`src/rtl/fir_mac_seq.sv`:
```
`default_nettype none
// ============================================================================
//  Module      : fir_mac_seq
//  Description : Sequential 8-tap FIR. Accepts one sample per valid/ready
//                handshake, walks the coefficient ROM over taps 0..7 and
//                multiply-accumulates each coefficient with its delayed
//                sample, then presents the sum on a valid/ready output.
//  Revision    : 1.0 - initial release
// ============================================================================
module fir_mac_seq #(
    parameter int DATA_WIDTH  = 8,
    parameter int COEFF_WIDTH = 8,
    parameter int OUT_WIDTH   = DATA_WIDTH + COEFF_WIDTH + 3
) (
    input  logic                   clock,
    input  logic                   reset,
    input  logic                   in_valid,
    input  logic [DATA_WIDTH-1:0]  in_data,
    output logic                   in_ready,
    output logic                   rom_en,
    output logic [2:0]             rom_addr,
    input  logic [COEFF_WIDTH-1:0] rom_out,
    output logic                   out_valid,
    output logic [OUT_WIDTH-1:0]   out_data,
    input  logic                   out_ready
);

    localparam int C_TAPS      = 8;
    localparam int C_PROD_W    = DATA_WIDTH + COEFF_WIDTH;
    localparam int C_GUARD_W   = OUT_WIDTH - C_PROD_W;

    typedef enum logic [1:0] {
        S_IDLE  = 2'd0,
        S_RUN   = 2'd1,
        S_DRAIN = 2'd2,
        S_DONE  = 2'd3
    } state_t;

    state_t                  r_state;
    state_t                  w_next_state;

    logic [DATA_WIDTH-1:0]   r_x [0:C_TAPS-1];
    logic [2:0]              r_cnt;
    logic [2:0]              r_idx_d1;
    logic                    r_acc_vld;
    logic [OUT_WIDTH-1:0]    r_acc;
    logic [OUT_WIDTH-1:0]    r_out_data;
    logic                    r_out_valid;

    logic                    w_accept;
    logic [DATA_WIDTH-1:0]   w_x_sel;
    logic [C_PROD_W-1:0]     w_prod;
    logic [OUT_WIDTH-1:0]    w_sum;

    // Handshake and ROM drive are pure functions of the state and tap counter
    assign in_ready  = (r_state == S_IDLE);
    assign w_accept  = in_valid && (r_state == S_IDLE);
    assign rom_en    = (r_state == S_RUN);
    assign rom_addr  = (r_state == S_RUN) ? r_cnt : 3'd0;
    assign out_valid = r_out_valid;
    assign out_data  = r_out_data;

    // The ROM answers one cycle late, so the delayed tap index selects the sample
    assign w_x_sel = r_x[r_idx_d1];
    assign w_prod  = {{COEFF_WIDTH{1'b0}}, w_x_sel} * {{DATA_WIDTH{1'b0}}, rom_out};
    assign w_sum   = r_acc + {{C_GUARD_W{1'b0}}, w_prod};

    // State register
    always_ff @(posedge clock or posedge reset) begin
        if (reset) begin
            r_state <= S_IDLE;
        end else begin
            r_state <= w_next_state;
        end
    end

    // Next-state logic: IDLE -> RUN -> DRAIN -> DONE -> IDLE
    always_comb begin
        w_next_state = r_state;
        case (r_state)
            S_IDLE: begin
                if (in_valid) begin
                    w_next_state = S_RUN;
                end
            end
            S_RUN: begin
                if (r_cnt == 3'd7) begin
                    w_next_state = S_DRAIN;
                end
            end
            S_DRAIN: begin
                w_next_state = S_DONE;
            end
            S_DONE: begin
                if (out_ready) begin
                    w_next_state = S_IDLE;
                end
            end
            default: begin
                w_next_state = S_IDLE;
            end
        endcase
    end

    // Delay line: shifts only on an accepted sample, newest sample in slot 0
    always_ff @(posedge clock or posedge reset) begin
        if (reset) begin
            for (int k = 0; k < C_TAPS; k++) begin
                r_x[k] <= '0;
            end
        end else if (w_accept) begin
            r_x[0] <= in_data;
            for (int k = 1; k < C_TAPS; k++) begin
                r_x[k] <= r_x[k-1];
            end
        end
    end

    // Tap counter walks 0..7 while in RUN and naturally wraps to 0 on exit
    always_ff @(posedge clock or posedge reset) begin
        if (reset) begin
            r_cnt <= 3'd0;
        end else if (w_accept) begin
            r_cnt <= 3'd0;
        end else if (r_state == S_RUN) begin
            r_cnt <= r_cnt + 3'd1;
        end
    end

    // Tap index and accumulate-enable follow the ROM read by one cycle
    always_ff @(posedge clock or posedge reset) begin
        if (reset) begin
            r_idx_d1  <= 3'd0;
            r_acc_vld <= 1'b0;
        end else begin
            r_idx_d1  <= (r_state == S_RUN) ? r_cnt : 3'd0;
            r_acc_vld <= (r_state == S_RUN);
        end
    end

    // Accumulator: cleared on accept, adds one product per returned coefficient
    always_ff @(posedge clock or posedge reset) begin
        if (reset) begin
            r_acc <= '0;
        end else if (w_accept) begin
            r_acc <= '0;
        end else if (r_acc_vld) begin
            r_acc <= w_sum;
        end
    end

    // Output register: captures the final sum in DRAIN, holds it until taken
    always_ff @(posedge clock or posedge reset) begin
        if (reset) begin
            r_out_data  <= '0;
            r_out_valid <= 1'b0;
        end else if (r_state == S_DRAIN) begin
            r_out_data  <= w_sum;
            r_out_valid <= 1'b1;
        end else if ((r_state == S_DONE) && out_ready) begin
            r_out_valid <= 1'b0;
        end
    end

endmodule
`default_nettype wire

```
`config.mk`:
```
export PLATFORM = sky130hd
export DESIGN_NAME = fir_mac_seq
export DESIGN_NICKNAME = d
export VERILOG_FILES = /design/src/rtl/fir_mac_seq.sv
export SDC_FILE = /design/constraint.sdc
export NUM_CORES = 1
export LEC_CHECK = 0
export BUFFER_PORTS_ARGS = -buffer_cell sky130_fd_sc_hd__buf_4
export CORE_ASPECT_RATIO = 1.4
export CORE_MARGIN = 2
export CORE_UTILIZATION = 56
export CTS_CLUSTER_DIAMETER = 100
export CTS_CLUSTER_SIZE = 24
export DETAILED_ROUTE_END_ITERATION = 12
export PLACE_DENSITY = 0.77
export SLEW_MARGIN = 0
export SYNTH_ARGS = -nofsm -noshare
export SYNTH_HDL_FRONTEND = slang
export SYNTH_SLANG_ARGS = --single-unit
```
`constraint.sdc`:
```
create_clock -name clock -period 5.35 [get_ports clock]
set_input_delay 1.07 -clock clock [delete_from_list [all_inputs] [get_ports clock]]
set_output_delay 1.07 -clock clock [all_outputs]
set_load 0.1 [all_outputs]
```
==> results.tsv <==
stage	metric	value	unit
outcome	status	finished with violations	
outcome	violations	negative setup slack	
routing	remaining_drc_errors	0	
yosys	syn_inst	800	
yosys	netlist_area	7600	um2
worst_hold_path	min_to	r_x[4]$_DFFE_PP0P_	
worst_hold_path	worstHoldStart	r_x[4]$_DFFE_PP0P_	
critical_path	path_common_cell	fa_1	
critical_path	cp.arrival	5.81	ns
floorplanning	die-area	14500	um2
sta	maxSlewHeadroom	0.248	
sta	fin_ws	-0.168	ns
critical_path	r2r_start	r_idx_d1[0]$_DFF_PP0_	
clock_tree	cts_buffer_depth	2	
final_layout	final_common_cell	nand2_1	
final_layout	antenna-diode-count	0	
final_layout	nets	999	
critical_path	worstPathMaxFanout	8	
grt	first_global_vias	5830	
sta	fin_skew	0.0146	ns
yosys	synth_area_per_cell	9.50	um2
critical_path	slowest_delay	0.53	ns
critical_path	startpoint_type	flop	
place	placed_area	8440	um2
final_layout	fill_cells	1014	
yosys	synth-async-reset-ratio	1.00	
final_layout	fin_area	9120	um2
routing	vias_per_cell	5.36	
grt	grt_max_degree	80	
clock_tree	ctsRootBufferMaster	clkbuf_16	
final_layout	seq_area	2800	um2
yosys	synthesis.nets	917	
final_layout	drive_gt1_frac	0.222	
yosys	yosys_warnings	0	
critical_path	critPathCaptureType	flop	
critical_path	reg2reg_setup_slack	-0.17	ns
final_layout	multi_input_area	4550	um2
clock_tree	clk_pin_slew	0.08	ns
critical_path	slowest_stage	fa_1	
final_layout	final_cell_mix	nand2_1 (239), dfrtp_1 (111), inv_1 (100)	
routing	drt_first_iter_violations	279	
critical_path	critPathRequiredTime	5.64	ns
grt	grt.total_usage	0.254	
floorplanning	pin_count	45	
routing	first_pass_iters	5	
critical_path	crit_chain	buf_12 -> mux4_2 -> mux2_4 -> and2_4 -> fa_1 -> inv_1 -> fa_1 -> inv_2 -> fa_1 -> inv_1 -> fa_1 -> inv_2 -> ha_4 -> and2_4 -> a221o_1 -> a221oi_4 -> a22oi_2 -> mux2_4 -> o21ai_2	
yosys	ys.flop_type	dfrtp_1	
sta	hold_viol	0	
clock_tree	insertion_delay	0.37	ns
final_layout	final_util	0.684	
worst_hold_path	hp-class	reg2reg	
place	io_buffers	44	
floorplanning	die_width	102	um
flow_run	maxCapViolCount	0	
final_layout	area_growth	20.0	%
yosys	ys_seq_area_frac	0.369	
critical_path	reg2regPathDepth	19	
critical_path	reg2reg_to	out_data[18]$_DFFE_PP0P_	
sta	tightestPinTransition	1.13	ns
floorplanning	core-area	13300	um2
yosys	ys_ff_latch	112	
place	hpwl	12200	um
worst_hold_path	min_path_cells	2	
sta	maxSlewViolCount	0	
grt	grt_antenna_before_repair	0	
routing	ant_nets	0	
sta	fmax	181	MHz
floorplanning	floorplan.initialDensity	0.570	
routing	finalWirelength	17100	um
yosys	yosysUniqueCellTypes	53	
place	gp_congestion	0.858	
clock_tree	h-tree-depth	3	
sta	rsz0062_at_grt	true	
clock_tree	cts.sinks	112	
sta	fin_crit_sh	1.03	
grt	grt_pass1_wl	28400	um
routing	wl_per_cell	16.0	um
critical_path	cp-startpoint	r_idx_d1[0]$_DFF_PP0_	
floorplanning	die_h	142	um
critical_path	path_class	reg2reg	
place	dp_worst_setup_slack	-0.228	ns
sta	period_needed	5.52	ns
routing	vias	5732	
floorplanning	fp-row-count	50	
yosys	synth_edf_count	0	
clock_tree	cts_buffers	9	
sta	setup_viol	18	
clock_tree	cts_tree	yes	
grt	gr-total-overflow	0	
registers in the layout (all words and copies together), names as in the netlist:
register   flops
r_x           64
r_idx_d1       3
r_acc         19
r_acc_vld      1
r_state        2
out_valid      1
r_cnt          3
out_data      19
timing repair:
action                                  CTS  global route
endpoints found under the setup margin   19            20
setup buffers                             8             3
hold buffers                              0             0
gates cloned                              1             0
resized for setup                        30            21
pin swaps                                13            13
hold endpoints to repair                  0             0
cells by family after synthesis:
group	Yosys count	share of synthesized area
flip-flops	112	0.369
XOR/XNOR	12	0.0138
buffers and inverters	133	0.0660
multiplexers	51	0.0973
AND/OR/NAND/NOR	331	0.185
adder cells (fa/ha/maj)	97	0.209
AO/OA/AOI/OAI	64	0.0595
through the flow:
| stage | setup TNS [ns] | hold slack (ns) | cells |
|---|---|---|---|
| final | -1.33 | 0.480 | 1069 |
| after detailed placement | -2.16 | 0.459 | 1041 |
| after global placement | -0.801 | 0.453 | 1041 |
| after global routing | -5.24 | 0.511 | 1069 |
| after CTS | -1.02 | 0.480 | 1066 |
| after floorplan | -0.0196 | 0.441 | 800 |
area by class of cell:
class | count | share of cell area
timing repair buffer | 101 | 0.0907
clock buffer | 9 | 0.0247
multi-input combinational | 555 | 0.499
inverter | 103 | 0.0427
sequential | 112 | 0.308
clock inverter | 7 | 0.0100
tap | 182 | 0.0250
routing by layer:
metal / vias up / global-route usage / share of wire
li1: 2706 / - / -
met1: 2858 / 0.322 / 0.40
met2: 143 / 0.419 / 0.53
met3: 25 / 0.0498 / 0.048
met4: 0 / 0.112 / 0.026
met5: - / 0 / 0
worst max path at each step:
stage                               endpoint  slack, ns  cells past startpoint
finish              out_data[18]$_DFFE_PP0P_      -0.17                     19
global route        out_data[18]$_DFFE_PP0P_      -0.35                     19
CTS                 out_data[18]$_DFFE_PP0P_      -0.14                     19
detailed placement     r_acc[12]$_DFFE_PP0P_      -0.23                     19
global placement       r_acc[12]$_DFFE_PP0P_      -0.16                     19
floorplan           out_data[14]$_DFFE_PP0P_      -0.02                     20
cell usage after synthesis, types with 2 or more instances:
library cell / instances / area (um2)
nand2_1: 241 / 905
dfrtp_1: 112 / 2800
inv_1: 103 / 387
fa_1: 50 / 1000
ha_1: 47 / 588
nor2_1: 27 / 101
clkbuf_1: 26 / 97.6
and2_1: 23 / 144
mux2_2: 19 / 214
mux4_2: 16 / 360
mux2i_1: 15 / 150
o21ai_0: 15 / 75.1
a21oi_1: 14 / 70.1
nor2b_1: 14 / 87.6
xnor2_1: 10 / 87.6
nand2b_1: 9 / 56.3
a211oi_1: 7 / 52.6
nand3_1: 4 / 20.0
a21o_1: 3 / 22.5
a31oi_1: 3 / 18.8
buf_1: 2 / 7.51
buf_2: 2 / 10.0
nand4_1: 2 / 12.5
nor3b_1: 2 / 15.0
o211ai_1: 2 / 15.0
o21a_1: 2 / 15.0
o311ai_0: 2 / 17.5
or3_1: 2 / 12.5
xor2_1: 2 / 17.5
critical path: cells and delay by family (launching register included):
kind	cells	cell delay [ns]
AO/OA/AOI/OAI	4	1.01
adder cells (fa/ha/maj)	5	2.22
multiplexers	3	1.14
AND/OR/NAND/NOR	2	0.31
buffers and inverters	5	0.33
flip-flops	1	0.41
Power is not shown: default switching activity piles up to over one toggle a cycle in this logic, so the estimate is an artifact.
